[src/rtl/key_time_entry_pkg.sv]
// Shared constants and types for the keypad time-entry block.
package key_pkg;

   localparam logic [3:0] KEY_START  = 4'd10;
   localparam logic [3:0] KEY_BKSP   = 4'd11;
   localparam logic [3:0] KEY_CANCEL = 4'd12;
   localparam logic [3:0] KEY_COMMIT = 4'd13;
   localparam logic [3:0] BCD_BLANK  = 4'hF;

   localparam logic [23:0] DIGITS_BLANK = {6{BCD_BLANK}};

   typedef enum logic [2:0] {
      ST_IDLE  = 3'b001,
      ST_ENTRY = 3'b010,
      ST_CHECK = 3'b100
   } state_t;

   function automatic logic is_digit(input logic [3:0] k);
      return k <= 4'd9;
   endfunction

endpackage

[src/rtl/key_time_entry_if.sv]
// Key strobe input plus entry/readout signals between keypad scanner, entry block and clock core.
interface key_time_entry_if;
   logic [3:0]  KEY_Value;
   logic        Value_en;
   logic        ENTRY_ACTIVE;
   logic [23:0] ENTRY_DIGITS;
   logic [2:0]  DIGIT_CNT;
   logic [4:0]  SET_HOUR;
   logic [5:0]  SET_MIN;
   logic [5:0]  SET_SEC;
   logic        SET_LOAD;
   logic        ERR;

   modport master (
      output KEY_Value, Value_en,
      input  ENTRY_ACTIVE, ENTRY_DIGITS, DIGIT_CNT, SET_HOUR, SET_MIN, SET_SEC, SET_LOAD, ERR
   );

   modport slave (
      input  KEY_Value, Value_en,
      output ENTRY_ACTIVE, ENTRY_DIGITS, DIGIT_CNT, SET_HOUR, SET_MIN, SET_SEC, SET_LOAD, ERR
   );
endinterface

[src/rtl/key_time_entry_bcd_pair_to_bin.sv]
// Two BCD digits to binary (10*tens+units) with an over-limit flag against max_val.
module bcd_pair_to_bin (
   input  logic [3:0] tens,
   input  logic [3:0] units,
   input  logic [6:0] max_val,
   output logic [6:0] bin,
   output logic       over
);
   logic [7:0] full;

   // 8-bit intermediate so a stray blank nibble can never alias below max_val
   assign full = {4'd0, tens} * 8'd10 + {4'd0, units};
   assign bin  = full[6:0];
   assign over = full > {1'b0, max_val};
endmodule

[src/rtl/key_time_entry.sv]
// Assembles a 6-digit HHMMSS entry from keypad strobes, validates it and pulses a load to the clock.
// Optional idle auto-cancel is built when ENTRY_TIMEOUT_EN is defined.
module key_time_entry
   import key_pkg::*;
#(
   parameter logic [31:0] TIMEOUT_CYCLES = 32'd270000000
) (
   input logic             CLK,
   input logic             nRST,
   key_time_entry_if.slave kif
);
   state_t          state, state_nxt;
   logic [5:0][3:0] digits;
   logic [2:0]      cnt;
   logic [4:0]      set_hour;
   logic [5:0]      set_min, set_sec;
   logic            set_load, err, entry_active;

   logic [3:0] key;
   logic       k_digit, k_start, k_bksp, k_cancel, k_commit, timeout;

   assign key      = kif.KEY_Value;
   assign k_digit  = kif.Value_en && is_digit(key);
   assign k_start  = kif.Value_en && (key == KEY_START);
   assign k_bksp   = kif.Value_en && (key == KEY_BKSP);
   assign k_cancel = kif.Value_en && (key == KEY_CANCEL);
   assign k_commit = kif.Value_en && (key == KEY_COMMIT);

   logic [6:0] hr_bin, mn_bin, sc_bin;
   logic       hr_over, mn_over, sc_over, entry_ok;
   logic       unused_bits;

   // Digits are only ever 0..9, so max 59 on a pair also enforces tens <= 5
   bcd_pair_to_bin u_hour (.tens(digits[5]), .units(digits[4]), .max_val(7'd23), .bin(hr_bin), .over(hr_over));
   bcd_pair_to_bin u_min  (.tens(digits[3]), .units(digits[2]), .max_val(7'd59), .bin(mn_bin), .over(mn_over));
   bcd_pair_to_bin u_sec  (.tens(digits[1]), .units(digits[0]), .max_val(7'd59), .bin(sc_bin), .over(sc_over));

   assign entry_ok    = !(hr_over || mn_over || sc_over);
   assign unused_bits = ^{hr_bin[6:5], mn_bin[6], sc_bin[6]};

`ifdef ENTRY_TIMEOUT_EN
   logic [31:0] tmo_cnt;
   logic        k_accept;

   assign k_accept = kif.Value_en && (key < 4'd14);

   always_ff @(posedge CLK or negedge nRST) begin
      if (!nRST)                                    tmo_cnt <= '0;
      else if (state_nxt != ST_ENTRY || k_accept)   tmo_cnt <= '0;
      else                                          tmo_cnt <= tmo_cnt + 32'd1;
   end

   // A key on the expiry cycle takes precedence over the timeout
   assign timeout = (state == ST_ENTRY) && !k_accept && (tmo_cnt == TIMEOUT_CYCLES - 32'd1);
`else
   logic unused_tmo;
   assign unused_tmo = ^TIMEOUT_CYCLES;
   assign timeout    = 1'b0;
`endif

   always_ff @(posedge CLK or negedge nRST) begin
      if (!nRST) state <= ST_IDLE;
      else       state <= state_nxt;
   end

   always_comb begin
      state_nxt = state;
      case (state)
         ST_IDLE:  if (k_start) state_nxt = ST_ENTRY;
         ST_ENTRY: begin
            if (k_cancel || timeout)               state_nxt = ST_IDLE;
            else if (k_commit && cnt == 3'd6)      state_nxt = ST_CHECK;
         end
         ST_CHECK: state_nxt = entry_ok ? ST_IDLE : ST_ENTRY;
         default:  state_nxt = ST_IDLE;
      endcase
   end

   always_comb begin
      entry_active = 1'b0;
      case (state)
         ST_ENTRY, ST_CHECK: entry_active = 1'b1;
         default:            entry_active = 1'b0;
      endcase
   end

   always_ff @(posedge CLK or negedge nRST) begin
      if (!nRST) begin
         digits   <= DIGITS_BLANK;
         cnt      <= '0;
         set_hour <= '0;
         set_min  <= '0;
         set_sec  <= '0;
         set_load <= 1'b0;
         err      <= 1'b0;
      end else begin
         set_load <= 1'b0;
         err      <= 1'b0;
         case (state)
            ST_IDLE: begin
               if (k_start) begin
                  digits <= DIGITS_BLANK;
                  cnt    <= '0;
               end
            end
            ST_ENTRY: begin
               if (k_start || k_cancel || timeout) begin
                  digits <= DIGITS_BLANK;
                  cnt    <= '0;
               end else if (k_digit && cnt < 3'd6) begin
                  digits[3'd5 - cnt] <= key;
                  cnt                <= cnt + 3'd1;
               end else if (k_bksp && cnt != 3'd0) begin
                  digits[3'd6 - cnt] <= BCD_BLANK;
                  cnt                <= cnt - 3'd1;
               end else if (k_commit && cnt != 3'd6) begin
                  err <= 1'b1;
               end
            end
            ST_CHECK: begin
               digits <= DIGITS_BLANK;
               cnt    <= '0;
               if (entry_ok) begin
                  set_hour <= hr_bin[4:0];
                  set_min  <= mn_bin[5:0];
                  set_sec  <= sc_bin[5:0];
                  set_load <= 1'b1;
               end else begin
                  err <= 1'b1;
               end
            end
            default: begin
               digits <= DIGITS_BLANK;
               cnt    <= '0;
            end
         endcase
      end
   end

   assign kif.ENTRY_ACTIVE = entry_active;
   assign kif.ENTRY_DIGITS = digits;
   assign kif.DIGIT_CNT    = cnt;
   assign kif.SET_HOUR     = set_hour;
   assign kif.SET_MIN      = set_min;
   assign kif.SET_SEC      = set_sec;
   assign kif.SET_LOAD     = set_load;
   assign kif.ERR          = err;
endmodule

[src/flat_wrapper.sv]
// flat-port wrapper written by rule: the top's interface ports become plain ports
module key_time_entry_flat import key_pkg::*;
#(
   parameter logic [31:0] TIMEOUT_CYCLES = 32'd270000000
)
  (CLK, nRST, kif_KEY_Value, kif_Value_en, kif_ENTRY_ACTIVE, kif_ENTRY_DIGITS, kif_DIGIT_CNT, kif_SET_HOUR, kif_SET_MIN, kif_SET_SEC, kif_SET_LOAD, kif_ERR);
  key_time_entry_if kif_i ();
  input logic CLK;
  input logic nRST;
  input wire logic [$bits(kif_i.KEY_Value)-1:0] kif_KEY_Value;
  input wire logic [$bits(kif_i.Value_en)-1:0] kif_Value_en;
  output wire logic [$bits(kif_i.ENTRY_ACTIVE)-1:0] kif_ENTRY_ACTIVE;
  output wire logic [$bits(kif_i.ENTRY_DIGITS)-1:0] kif_ENTRY_DIGITS;
  output wire logic [$bits(kif_i.DIGIT_CNT)-1:0] kif_DIGIT_CNT;
  output wire logic [$bits(kif_i.SET_HOUR)-1:0] kif_SET_HOUR;
  output wire logic [$bits(kif_i.SET_MIN)-1:0] kif_SET_MIN;
  output wire logic [$bits(kif_i.SET_SEC)-1:0] kif_SET_SEC;
  output wire logic [$bits(kif_i.SET_LOAD)-1:0] kif_SET_LOAD;
  output wire logic [$bits(kif_i.ERR)-1:0] kif_ERR;
  assign kif_i.KEY_Value = kif_KEY_Value;
  assign kif_i.Value_en = kif_Value_en;
  assign kif_ENTRY_ACTIVE = kif_i.ENTRY_ACTIVE;
  assign kif_ENTRY_DIGITS = kif_i.ENTRY_DIGITS;
  assign kif_DIGIT_CNT = kif_i.DIGIT_CNT;
  assign kif_SET_HOUR = kif_i.SET_HOUR;
  assign kif_SET_MIN = kif_i.SET_MIN;
  assign kif_SET_SEC = kif_i.SET_SEC;
  assign kif_SET_LOAD = kif_i.SET_LOAD;
  assign kif_ERR = kif_i.ERR;
  key_time_entry #(.TIMEOUT_CYCLES(TIMEOUT_CYCLES)) u_core (.CLK(CLK), .nRST(nRST), .kif(kif_i));
endmodule
[config.mk]
export PLATFORM = sky130hd
export DESIGN_NAME = key_time_entry_flat
export DESIGN_NICKNAME = d
export VERILOG_FILES = /design/src/rtl/key_time_entry_pkg.sv /design/src/rtl/key_time_entry_if.sv /design/src/rtl/key_time_entry_bcd_pair_to_bin.sv /design/src/rtl/key_time_entry.sv /design/src/flat_wrapper.sv
export SDC_FILE = /design/constraint.sdc
export NUM_CORES = 1
export LEC_CHECK = 0
export ABC_AREA = 1
export BUFFER_PORTS_ARGS = -buffer_cell sky130_fd_sc_hd__buf_2
export CAP_MARGIN = 15
export CORE_MARGIN = 10
export CORE_UTILIZATION = 62
export CTS_CLUSTER_SIZE = 28
export DETAILED_ROUTE_END_ITERATION = 7
export PLACE_DENSITY = 0.95
export RECOVER_POWER = 50
export SYNTH_ARGS = -nofsm -noshare
export SYNTH_HDL_FRONTEND = slang
export SYNTH_SLANG_ARGS = --single-unit
[constraint.sdc]
create_clock -name CLK -period 4.39 [get_ports CLK]
set_input_delay 0.6585 -clock CLK [delete_from_list [all_inputs] [get_ports CLK]]
set_output_delay 0.6585 -clock CLK [all_outputs]
set_load 0.01 [all_outputs]
=== Yosys cells after proc, flatten, opt, wreduce, memory -nomap -nowiden ===
Index checks and enable logic that the tools add are counted.

* Logic and storage cells: 94
* Bits in registers: 49
* Output and inout port bits: 47

* Multiply operators: 3
* Bitwise gates (word level): 2
* Add/sub/neg operators: 7
* Muxes and demuxes: 29
* Reductions and logical operators: 19
* $lt $le $gt $ge: 9
* Eq/ne operators: 12

{| class="wikitable"
|+ Operator list
! cell !! count
|-
| $mux 24 || 4
|-
| $pmux 24 s2 || 1
|-
| $add 8x4->8 || 3
|-
| $bwmux 24 || 1
|-
| $demux 4 s3 || 2
|-
| $or 24x24->24 || 1
|-
| $mul 4x3->7 const B || 3
|-
| $mux 3 || 7
|-
| $eq 4x4->1 const B || 4
|-
| $gt 8x6->1 const B || 2
|-
| $logic_and 1x1->1 || 11
|-
| $pmux 3 s3 || 1
|-
| $gt 8x5->1 const B || 1
|-
| $lt 3x4->1 const B || 2
|-
| $mux 1 || 8
|-
| $mux 4 || 2
|-
| $eq 3x3->1 const B || 2
|-
| $ge 3x1->1 const B || 2
|-
| $pmux 3 s2 || 1
|-
| $reduce_and 2->1 || 3
|-
| $sub 3x3->3 const A || 2
|-
| $le 4x4->1 const B || 1
|-
| $ne 4x1->1 const B || 1
|-
| $add 3x1->3 const B || 1
|-
| other kinds (13) || 15
|}

=== Longest topological paths before layout ===
Gate-level depths: netlist (run 1).

* Depth in word-level cells: 10
* Depth in mapped cells: 17
* Gate-level depth less buffers: 16

=== Hierarchy ===
Synthesis (run 1) repeated with hierarchy kept, for this count alone.

* Cells, all modules: 695
* Area, all modules: 4644.5 um2

{| class="wikitable"
|+ Modules (own cells, without submodules)
! module !! seq. area each (um2) !! area an instance (um2) !! cells an instance !! instances
|-
| key_time_entry || 1257.5 || 3191.8 || 467 || 1
|-
| bcd_pair_to_bin || 0.0 || 484.2 || 76 || 3
|}

=== Least setup slack after synthesis (run 1) ===
Ideal clock, no wire load.

* Path kind: register to register
* Start point: register u_core.digits, in the netlist u_core.kif.ENTRY_DIGITS[13]
* End point: register u_core.set_hour[3], in the netlist u_core.kif.SET_HOUR[3]
* Stages on the path, launching flop included: 16
* Slack: 1615 ps
* Period minus slack after synthesis: 2775 ps
* Buffers on the path: 1
* Arrival time: 2658 ps
* Library setup time: 117 ps
* Cell sequence: dfstp_2 -> ha_1 -> ha_1 -> fa_1 -> nand2_1 -> inv_1 -> nand4_1 -> nand2_1 -> nor2_1 -> nor2_1 -> nand3_1 -> nor2_8 -> nand2_4 -> buf_6 -> nand2_1 -> nand2_1

* Cells in the longest elaborated chain, start to end: 7

{| class="wikitable"
|+ RTL lines
! item !! line !! RTL
|-
| from (decl) || key_time_entry.sv:13 || <nowiki>logic [5:0][3:0] digits;</nowiki>
|-
| from (signal, indexed assignment) || key_time_entry.sv:111 || <nowiki>digits[3'd5 - cnt] <= key;</nowiki>
|-
| $mul 4x3->7 || key_time_entry_bcd_pair_to_bin.sv:12 || <nowiki>assign full = {4'd0, tens} * 8'd10 + {4'd0, units};</nowiki>
|-
| $add 8x4->8 || key_time_entry_bcd_pair_to_bin.sv:12 ||
|-
| $gt 8x6->1 || key_time_entry_bcd_pair_to_bin.sv:14 || <nowiki>assign over = full > {1'b0, max_val};</nowiki>
|-
| $logic_or 1x1->1 (2 in series) || key_time_entry.sv:38 || <nowiki>assign entry_ok = !(hr_over || mn_over || sc_over);</nowiki>
|-
| $not 1->1 (no source line) || - ||
|-
| $reduce_and 2->1 (no source line) || - ||
|-
| to (signal assigned) || key_time_entry.sv:124 || <nowiki>set_hour <= hr_bin[4:0];</nowiki>
|-
| to (decl) || key_time_entry.sv:15 || <nowiki>logic [4:0] set_hour;</nowiki>
|}

Every way passes these cells.
A chain may end at the register's enable or synchronous reset.

=== Final worst setup path (run 1) ===
* Start point: register u_core.digits, in the netlist u_core.kif.ENTRY_DIGITS[23]
* End point: register u_core.set_hour[3], in the netlist u_core.kif.SET_HOUR[3]

* Cells in the longest elaborated chain, start to end: 7

{| class="wikitable"
|+ RTL lines
! item !! line
|-
| $mul 4x3->7 || key_time_entry_bcd_pair_to_bin.sv:12
|-
| $add 8x4->8 || key_time_entry_bcd_pair_to_bin.sv:12
|-
| $gt 8x5->1 || key_time_entry_bcd_pair_to_bin.sv:14
|-
| $logic_or 1x1->1 (2 in series) || key_time_entry.sv:38
|-
| $not 1->1 (no source line) || -
|-
| $reduce_and 2->1 (no source line) || -
|}

Every way passes these cells.

==> results.md, run 1 <==
- The run finished, with violations left.
- The final reports fail on max-capacitance violations, max-slew violations.
- The signal on the critical path passes through ha_1 > ha_1 > inv_1 > fa_1 > nor2_1 > nand2_1 > nand3_1 > nand2_1 > inv_1 > nor2_1 > nand3_1 > nor2_8 > nand2_4 > nand2_1 > nand2_1.
- Once detail routing completed, the nets flagged for antenna violations numbered 0.
- In this run the core area contains 28 standard-cell rows.
- The number of diodes is 0.
- The wire-length estimate of the detail-placed layout is 7400 um.
- The chip height is 97.7 um.
- The share of the Yosys chip area taken by registers is 0.336.
- Data arrives at the worst endpoint at around 3.2 ns.
- Buffers inserted to repair hold after CTS numbered 0.
- The final net count is 616.
- During synthesis, Yosys emitted a total of 0 warnings.
- For this run, the slowest stage of the critical path takes 0.63 ns.
- For this run, asynchronously set or reset flops after synthesis account for 1.00.
- The number of buffers added by the clock tree synthesis step is 5.
- The count of pins on the block boundary is 54.
- The number of detailed-route iterations in the first pass is 6.
- The post-synthesis cell type with the largest combined area is nand2_1.
- The growth of design area from synthesis to finish is 9.93%.
- The die covers approximately 9500 um^2.
- The synthesized netlist occupies a cell area of 3740 um^2.
- The final wirelength is around 9900 um.
- The detailed-route wire length per cell is 15.1 um.
- Of the cells placed in the final design, the portion with a size suffix greater than 1 is 0.140.
- The leading register cell type out of synthesis is dfstp_2.
- Clock tree synthesis found a total of 49 sinks.
- From left edge to right edge, the die measures 97.7 um.
- The highest clock rate is 0.329 GHz.
- The aggregate global routing overflow is 0.
- The gate count of the mapped netlist is about 530.
- The worst max-slew margin expressed relative to the limit is -0.425.
- The required arrival time at the worst endpoint is 4.58 ns.
- Max-cap violations in this run came to 1.
- The largest buffer count on any clock path is 2.
- The final number of hold-violating endpoints is 0.
- In the finished design, the share of the clock period the worst path needs comes to 0.693.
- The critical path startpoint category is a register.
- Synthesis inferred 49 register bits.
- The peak-usage layer in the global routing report is met2.
- In this run, post-CTS repair resized a total of 0 instances.
- The worst setup path is captured at a register.
- The clock network latency to the later pin of the worst-skew pair is ~0.3 ns.
- The wire length of the first global-routing pass is 16500 um.
- The final-report setup violation count is 0.
- The number of global-route vias before repair is between 3000 and 4000.
- The met3 track utilization from global routing is 0.0469.
- The CTS tree is built.
- The final period demand of the worst path is between 3 and 4 ns.
- The critical path in this run is classified as register to register.
- At the pin with the least slew margin, the transition time is approximately 2.1 ns.
- The tree is rooted in a clkbuf_8.
- For this configuration, the core starts out at a cell density of 0.636.
- Entering global routing, the biggest net connects 50 pins.
- The synthesized net count is about 570.
- Yosys instantiated no cell more often than nand2_1.
- The count of unique library cells instantiated by Yosys is 35.
- In the global route stage, met2 resource usage came out at 0.341.
- For this run, global-route usage on met1 was measured as 0.244.
- The core region is 5890 um^2.
- Clock-pin slew was measured on the worst setup and hold paths at approximately 0.09 ns.
- By count the netlist is led by nand2_1 (183), inv_1 (55), nand3_1 (52), o21ai_0 (48), nor2_1 (32).
- The count of pins over their slew limit is 40.
- The final estimated routing congestion in global placement is 0.944.
- Clock skew on the completed layout was measured at 0.00950 ns.
- The global routing usage summed across all routing layers is 0.201.
- The area fraction of the dominant cell type after synthesis is 0.183.
- The cell repeated most along the worst path is nand2_1.
- The path category of the worst min-delay check is register to register.
- Ranked by total cell area, the synthesized netlist is headed by nand2_1 (18%), dfstp_2 (18%), dfrtp_1 (16%), ha_1 (8.0%), nand3_1 (7.0%).
- The maximum fanout along the worst path is 19.
- The final-layout setup total negative slack is 0 ns.
- In this run, synthesis inferred 0 flip-flops with an integrated enable.
- The slowest stage of the critical path is the dfstp_2 cell.
- The H-tree was split into 2 levels.
- The routed layout has 3723 vias.
- The first routing iteration left 221 violations.
- The average instance in the mapped netlist occupies between 7 and 8 um^2.
- Port buffering added 53 buffers.
- The count of placed standard cells including taps is 644.
- Setup repair after global routing left no endpoint under its margin.
- In the routed design, unresolved DRC markers number 0.
- The number of antenna violations at the first check in global routing is 0.
- The number of buffers added for setup after CTS is 0.
- The detail-routed via count per cell is 5.69.
- After the flow finishes, the layout carries non-filler instances totaling 654.
[final timing paths]
path | cells past startpoint | startpoint | to | slack [ns]
max in group asynchronous | 2 | nRST | u_core.kif.SET_MIN[5] | 1.71
max | 15 | u_core.kif.ENTRY_DIGITS[23] | u_core.kif.SET_HOUR[3] | 1.35
max reg2reg | 15 | u_core.kif.ENTRY_DIGITS[23] | u_core.kif.SET_HOUR[3] | 1.35
min in group asynchronous | 1 | nRST | u_core.kif.ENTRY_DIGITS[1] | 0.63
min | 2 | u_core.kif.SET_MIN[5] | u_core.kif.SET_MIN[5] | 0.48
min reg2reg | 2 | u_core.kif.SET_MIN[5] | u_core.kif.SET_MIN[5] | 0.48
[cells by family after synthesis]
logic type      after synthesis  share of synthesized area
compound gates               63                     0.0939
fa+ha+maj                    31                      0.118
simple gates                306                      0.359
buf+inv                      73                     0.0795
xor+xnor                      6                     0.0140
flops                        49                      0.336
[metal layers]
layer  vias to the layer above  part of all wire
met5                         -                 0
met4                         0             0.018
met3                        19             0.068
met2                       168              0.49
met1                      1736              0.43
li1                       1800                 -
[critical path, delay by kind of cell (launching register included)]
kind	cells	cell delay, ns
and+or+nand+nor	10	1.28
adders and majority gates	3	0.89
DFF	1	0.63
buffers and inverters	2	0.13
[cells in the final DEF (no fill, tap or decap), drive strengths merged]
cell / n
clkbuf: 30
nand2: 186
nor2: 36
ha: 24
dfrtp: 24
buf: 34
a21boi: 1
nor3: 16
xor2: 3
a211oi: 2
fa: 7
or2: 1
nand4: 4
inv: 58
xnor2: 3
a21oi: 8
nand3: 53
nand3b: 10
o21bai: 1
dfstp: 25
clkinv: 2
a31oi: 2
o21ai: 48
o22ai: 1
[metrics by stage]
step | utilization | worst slack (ns) | hold WS (ns) | cell area (um^2)
final | 0.699 | 1.35 | 0.478 | 4120
after global routing | 0.699 | 1.14 | 0.511 | 4120
after CTS | 0.701 | 1.34 | 0.475 | 4120
after detailed placement | 0.687 | 1.37 | 0.454 | 4040
after global placement | 0.687 | 1.50 | 0.450 | 4040
after floorplan | - | 1.62 | 0.363 | 3740
[area by class of cell]
| class | count | area, um^2 |
|---|---|---|
| clock buffer | 7 | 76.3 |
| tap | 75 | 93.8 |
| inverter | 59 | 221 |
| sequential | 49 | 1260 |
| clock inverter | 1 | 6.26 |
| fill | 502 | 1770 |
| multi-input combinational | 406 | 2190 |
| timing repair buffer | 57 | 272 |
[state kept, by name, summed over array words and instances, names as in the netlist]
register	flops
u_core.state	3
u_core.kif.SET_SEC	6
u_core.kif.SET_MIN	6
u_core.kif.ERR	1
u_core.kif.SET_HOUR	5
u_core.kif.ENTRY_DIGITS	24
u_core.kif.SET_LOAD	1
u_core.kif.DIGIT_CNT	3
Power of run 1 is not shown: default switching activity piles up to over one toggle a cycle in this logic, so the estimate is an artifact.
==> inputs of run 2 (changes only) <==
- CORE_UTILIZATION: 62 -> 58
- PLACE_DENSITY: 0.95 -> 0.91
- clock period: 4.39 -> 3.2 ns (I/O delays scaled with it)
==> run 2 against run 1 <==
  * The flow now finishes without violations
  * Core utilization shrank 4.6 points
  * Die area is 5.5% higher
  * Maximum frequency is 5.0% higher
  * Via count is 0.40% higher
  * Routed wire length decreased by 1.4%
  * Global-route usage decreased by 1.2 points
  * Critical path depth stayed put
  * Flip-flop and latch count is the same
  * Sequential share of layout area decreased by 0.074 points
  * Critical path type unchanged
  * Highest routed layer unchanged
==> results.md, run 2 (synthesis results as in run 1) <==
- The share of the clock period used by the worst path after layout is 0.906 (+0.213).
- After detailed routing, no signal wire sits above met4.
- The fraction of layout instances using a drive strength above 1 came to 0.141 (+0.00124).
- The final wirelength is 9730 um (-1.4%).
- The number of global-route vias before repair came to 3492 (-2.4%).
- The area of the core is 6310 um^2 (+7.3%).
- The count of pins over their slew limit is 0 (-100%).
- The chip height is 100 um (+2.7%).
- The final number of hold-violating endpoints came to 0 (unchanged).
- The aggregate global routing overflow is 0 (unchanged).
- The library cell used most frequently in the layout, excluding fill and tap cells, is nand2_1.
- The overall via count from detail_route is 3738 (+0.40%).
- The detail-routed via count per cell is 5.68 (-0.21%).
- The chip width is 100 um (+2.7%).
- The clock tree skew after final layout is 0.0121 ns (+0.00261 ns).
- The number of clock sinks is 49 (unchanged).
- The top cell types in the final layout, fill and taps aside, are nand2_1 (183), inv_1 (55), nand3_1 (52).
- The starting DRC count in detailed routing is 250 (+13%).
- The remaining number of nets flagged by the antenna check after routing is 0 (unchanged).
- The detailed route wirelength on metal3 is 808 um (+20%).
- The initial standard-cell utilization of the core is 0.593 (-0.0431).
- The count of buffers from port buffering is 53 (unchanged).
- The startpoint of the worst-slack reg-to-reg timing path is u_core.kif.ENTRY_DIGITS[23].
- STA classifies the critical path endpoint as a register.
- The flow ran to the end, and the final reports show no timing, DRC or antenna violations.
- The actual slew at the worst max-slew pin was 1.47 ns (-0.664 ns).
- The growth of design area from synthesis to finish is 10.2%.
- The standard-cell row count came to 29 (+3.6%).
- The worst max-slew margin expressed relative to the limit came to 0.0184 (+0.443).
- The type of the setup path with the least slack is register to register.
- The number of detailed-route iterations in the first pass came to 5 (-1).
- The reg-to-reg setup timing slack is 0.30 ns (-1.05 ns).
- The die footprint is 10100 um^2 (+5.5%).
- The wire length of the first global-routing pass is 15900 um (-3.4%).
- The met2 wirelength from detailed routing is 4540 um (-5.3%).
- Setup repair after global routing left no endpoint under its margin.
- The total of hold buffers inserted after clock tree synthesis is 0 (unchanged).
- The half-perimeter wire length after detailed placement is 7290 um (-1.4%).
- The cell at the root of the clock tree is clkbuf_8.
- In this run the critical register-to-register path is captured at u_core.kif.SET_SEC[4].
- The detailed-route DRC error count came to 0 (unchanged).
- The final-layout setup total negative slack is 0 ns (unchanged).
- The clock transition at the registers of the reported paths is 0.09 ns (about the same).
- The number of cells on the worst reg-to-reg path is 15 (unchanged).
- The number of antenna violations at the first check in global routing is 0 (unchanged).
- The final-report setup violation count is 0 (unchanged).
- The post-route core utilization is 0.653 (-0.0458).
- The number of buffers added by the clock tree synthesis step is 5 (unchanged).
- The count of placed standard cells including taps is 648 (+0.62%).
- The number of violations of the max-capacitance limit was 0 (-1).
- The number of diodes is 0 (unchanged).
- The detailed-route wire length per cell came to 14.8 um (-2.0%).
- The required arrival time at the worst endpoint is 3.40 ns (-1.18 ns).
- The count of pins on the block boundary is 54 (unchanged).
- The largest buffer count on any clock path is 2 (unchanged).
- The maximum level of the CTS H-tree came to 2 (unchanged).
- The flip-flop count of the largest register after layout is 24 (unchanged).
- The met1 routed wirelength after detailed routing is 4170 um (-1.1%).
- The final net count is 618 (+0.32%).
- The clock network latency to the later pin of the worst-skew pair is 0.31 ns (about the same).
- The final period demand of the worst path is 2.90 ns (-0.145 ns).
- The highest clock rate was 0.345 GHz (+5.0%).
- The path category of the worst min-delay check is input pin to asynchronous set/reset pin.
- The maximum number of pins on one net before global-route repair was 50 (unchanged).
- The final cell count without fillers is 658 (+0.61%).
- The arrival time of data at the critical path endpoint is 3.10 ns (-0.13 ns).
- The final estimated routing congestion in global placement is 0.960 (+1.8%).
- STA classifies the critical path startpoint as a register.
- The global routing usage summed across all routing layers is 0.189 (-0.0117).
- The maximum fanout along the worst path was 14 (-5).
- The CTS tree is built.
[run 2: changes by cell type in the layout (fill, tap and decap cells not counted), sizes merged]
cell,delta
clkbuf,-1
inv,-1
buf,+4
[run 2: final cells by class]
| class | instances | area, um^2 |
|---|---|---|
| multi-input combinational | 406 | 2190 |
| timing repair buffer | 59 | 282 |
| sequential | 49 | 1260 |
| fill | 566 | 2190 |
| inverter | 59 | 221 |
| clock buffer | 8 | 80.1 |
| tap | 77 | 96.3 |
[run 2: critical path: stages, from the launching register on]
cell and delay (ns):
dfstp_2 0.63, ha_1 0.27, ha_1 0.23, inv_1 0.08, fa_1 0.45, nor2_1 0.17
nand3_1 0.08, nand3_1 0.08, nand2_1 0.06, inv_1 0.08, nor2_1 0.05, nand3_1 0.20
nor2_8 0.08, buf_4 0.18, nand3b_1 0.10, nand2_1 0.06
[run 2: routing by layer]
| metal | track usage | vias up |
|---|---|---|
| met5 | 0 | - |
| met3 | 0.0426 | 19 |
| met4 | 0.0826 | 0 |
| met1 | 0.231 | 1746 |
| met2 | 0.312 | 170 |
| li1 | - | 1803 |
[run 2: timing repair]
| item | in CTS | in global routing |
|---|---|---|
| setup buffers | 0 | 1 |
| endpoints found under the setup margin | 0 | 2 |
| hold endpoints to repair | 0 | 0 |
| resized for setup | 0 | 0 |
[run 2: through the flow]
| stage | setup slack (ns) | instance area (um^2) | hold slack [ns] |
|---|---|---|---|
| after CTS | 0.239 | 4140 | 0.410 |
| after global routing | 0.125 | 4130 | 0.471 |
| after floorplan | 0.425 | 3740 | 0.184 |
| after global placement | 0.334 | 4060 | 0.450 |
| final | 0.301 | 4130 | 0.409 |
| after detailed placement | 0.256 | 4060 | 0.453 |
[run 2: worst max-delay path by stage]
stage,start,endpoint,slack (ns),cells past startpoint
after floorplan,u_core.kif.ENTRY_DIGITS[13],u_core.kif.SET_HOUR[3],0.43,15
after global placement,u_core.kif.ENTRY_DIGITS[13],u_core.kif.SET_HOUR[1],0.33,14
after detailed placement,u_core.kif.ENTRY_DIGITS[13],u_core.kif.SET_HOUR[3],0.26,14
after CTS,u_core.kif.ENTRY_DIGITS[13],u_core.kif.SET_HOUR[3],0.24,14
after global routing,u_core.kif.ENTRY_DIGITS[23],u_core.kif.SET_HOUR[3],0.13,15
final,u_core.kif.ENTRY_DIGITS[23],u_core.kif.SET_SEC[4],0.30,15
Power of run 2 is left out for the same reason.
==> inputs of run 3 (changes only) <==
--- a/config.mk
+++ b/config.mk
@@ -13,5 +13,5 @@
 export CTS_CLUSTER_SIZE = 28
 export DETAILED_ROUTE_END_ITERATION = 7
-export PLACE_DENSITY = 0.91
+export PLACE_DENSITY = 0.81
 export RECOVER_POWER = 50
 export SYNTH_ARGS = -nofsm -noshare
==> constraint.sdc (replaced) <==
create_clock -name CLK -period 3.2 [get_ports CLK]
set_input_delay 0.64 -clock CLK [delete_from_list [all_inputs] [get_ports CLK]]
set_output_delay 0.64 -clock CLK [all_outputs]
set_load 0.01 [all_outputs]
==> run 3 against run 2 <==
  * The run now ends with max-capacitance violations, max-slew violations left
  * Hold slack improved by 0.031 ns
  * Clock skew decreased by 0.00074 ns
  * Via count decreased by 3.5%
  * Sequential share of layout area decreased by 0.33 points
  * Flip-flop and latch count unchanged
  * Critical path depth decreased by 1
  * Critical path type unchanged
  * Critical endpoint is now u_core.kif.SET_SEC[3]
  * Highest routed layer unchanged
==> results.md, run 3 (synthesis results as in run 1) <==
- The run finished, with violations left.
- The final reports fail on max-capacitance violations, max-slew violations.
- The type of the setup path with the least slack is register to register.
- The final-layout setup total negative slack is 0 ns (unchanged).
- The final wirelength was 9320 um (-4.2%).
- The clock network latency to the later pin of the worst-skew pair is 0.31 ns (about the same).
- The chip height came to 100 um (unchanged).
- The actual slew at the worst max-slew pin is 1.68 ns (+0.207 ns).
- The number of diodes is 0 (unchanged).
- The remaining number of nets flagged by the antenna check after routing is 0 (unchanged).
- The highest-delay cell along the critical path is dfstp_2.
- The initial standard-cell utilization of the core is 0.593 (unchanged).
- The maximum fanout along the worst path came to 10 (-4).
- The final estimated routing congestion in global placement is 0.943 (-1.8%).
- In the layout the commonest cells are nand2_1 (183), inv_1 (55), nand3_1 (52).
- The number of violations of the max-capacitance limit is 1 (+1).
- The required arrival time at the worst endpoint is 3.44 ns (+0.04 ns).
- The detailed-route DRC error count is 0 (unchanged).
- The count of buffers from port buffering is 53 (unchanged).
- The maximum number of pins on one net before global-route repair was 50 (unchanged).
- In this run the worst hold path is classified as input pin to asynchronous set/reset pin.
- The number of buffers added by the clock tree synthesis step is 5 (unchanged).
- The number of antenna violations at the first check in global routing is 0 (unchanged).
- The number of buffers added for setup after CTS is 0 (unchanged).
- The growth of design area from synthesis to finish is 11.4%.
- The flip-flop count of the largest register after layout is 24 (unchanged).
- The number of detailed-route iterations in the first pass came to 5 (unchanged).
- The final period demand of the worst path was 2.92 ns (+0.0244 ns).
- The arrival time of data at the critical path endpoint came to 3.16 ns (+0.06 ns).
- The aggregate global routing overflow is 0 (unchanged).
- The area of the core is 6310 um^2 (unchanged).
- The count of pins on the block boundary is 54 (unchanged).
- The kind of end point of the critical path is a register.
- The final net count came to 620 (+0.32%).
- The detail-routed via count per cell is 5.47 (-3.8%).
- The final number of hold-violating endpoints came to 0 (unchanged).
- The number of clock sinks was 49 (unchanged).
- The post-CTS resize count is 0 (unchanged).
- The standard-cell row count came to 29 (unchanged).
- STA classifies the critical path startpoint as a register.
- The global routing usage summed across all routing layers is 0.187 (-0.00239).
- The final-report setup violation count is 0 (unchanged).
- The critical path depth is 14 (-1).
- The clock transition at the registers of the reported paths is 0.09 ns (about the same).
- The most common library cell in the layout ignoring fill and taps is nand2_1.
- Setup repair after global routing left no endpoint under its margin.
- The share of the clock period used by the worst path after layout is 0.913 (+0.00763).
- The wire length of the first global-routing pass is 15800 um (-0.95%).
- The overall via count from detail_route was 3607 (-3.5%).
- The number of cells on the worst reg-to-reg path is 14 (-1).
- The cell at the root of the clock tree is clkbuf_8.
- The worst max-slew margin expressed relative to the limit came to -0.120 (-0.138).
- The number of buffers and inverters on the critical path came to 2 (-1).
- The fraction of layout instances using a drive strength above 1 came to 0.149 (+0.00809).
- The delay of the slowest critical-path stage was 0.62 ns (about the same).
- The number of global-route vias before repair is 3379 (-3.2%).
- The cell repeated most along the worst path is nand2_1.
- On the critical path the largest part of the delay comes from adder cells.
- The count of pins over their slew limit is 32 (+32).
- The die footprint came to 10100 um^2 (unchanged).
- The clock tree skew after final layout is 0.0114 ns (-0.000735 ns).
- The highest clock rate came to 0.342 GHz (-0.83%).
- The worst-case setup margin in the final layout is 0.277 ns (-0.0244 ns).
- The worst setup slack before clock tree synthesis came to 0.196 ns (-0.0607 ns).
- The largest buffer count on any clock path is 2 (unchanged).
- The half-perimeter wire length after detailed placement is 7230 um (-0.89%).
- The chip width was 100 um (unchanged).
- The detailed-route wire length per cell is 14.1 um (-4.5%).
- The maximum level of the CTS H-tree is 2 (unchanged).
- The total of hold buffers inserted after clock tree synthesis came to 0 (unchanged).
- The starting DRC count in detailed routing is 210 (-16%).
- The CTS tree is built.
- Traced cell by cell, the critical path runs through ha_1 > ha_1 > fa_1 > nand2_1 > inv_1 > nand4_1 > nand2_1 > nor2_1 > nor2_1 > nand3_1 > nor2_8 > buf_4 > nand3b_1 > nand2_1.
## run 3: changes by cell type in the layout (fill, tap and decap cells not counted)
cell       delta
clkbuf_8      +1
clkbuf_16     +1
dfstp_1       -2
dfstp_2       +2
clkbuf_1      -1
buf_2         -1
buf_4         +2
## run 3: worst paths after layout
check	start	endpoint	slack, ns
setup reg to reg	u_core.kif.ENTRY_DIGITS[13]	u_core.kif.SET_SEC[3]	0.28
min in group CLK	u_core.kif.SET_MIN[3]	u_core.kif.SET_MIN[3]	0.47
hold reg to reg	u_core.kif.SET_MIN[3]	u_core.kif.SET_MIN[3]	0.47
max in group asynchronous	nRST	u_core.state[2]	0.72
hold / removal	nRST	u_core.kif.SET_MIN[1]	0.44
setup / recovery	u_core.kif.ENTRY_DIGITS[13]	u_core.kif.SET_SEC[3]	0.28
## run 3: worst reg2reg max path, stage by stage (launching register included)
cell and delay, ns:
dfstp_2 0.62, ha_1 0.26, ha_1 0.23, fa_1 0.56, nand2_1 0.07, inv_1 0.07, nand4_1 0.07, nand2_1 0.09
nor2_1 0.05, nor2_1 0.09, nand3_1 0.19, nor2_8 0.20, buf_4 0.18, nand3b_1 0.09, nand2_1 0.08
## run 3: metal layers
layer | up-vias | routed length [um] | GRT usage
met5 | - | 0 | 0
met3 | 23 | 610 | 0.0419
met1 | 1655 | 4230 | 0.239
met2 | 122 | 4280 | 0.303
met4 | 0 | 193 | 0.0641
li1 | 1807 | - | -
## run 3: layout make-up
type                       count  area, um^2
fill                         567        2140
inverter                      59         221
timing repair buffer          61         295
sequential                    49        1260
multi-input combinational    406        2190
clock buffer                   8         111
tap                           77        96.3
## run 3: through the flow
| stage | hold slack (ns) | util | instance area, um^2 | std cells |
|---|---|---|---|---|
| 3_3_place_gp | 0.451 | 0.644 | 4070 | 649 |
| 6_report | 0.439 | 0.661 | 4170 | 660 |
| 2_1_floorplan | 0.344 | - | 3740 | 528 |
| 3_5_place_dp | 0.454 | 0.644 | 4070 | 649 |
| 5_1_grt | 0.505 | 0.661 | 4170 | 660 |
| 4_1_cts | 0.475 | 0.662 | 4180 | 657 |
Power of run 3 is left out for the same reason.
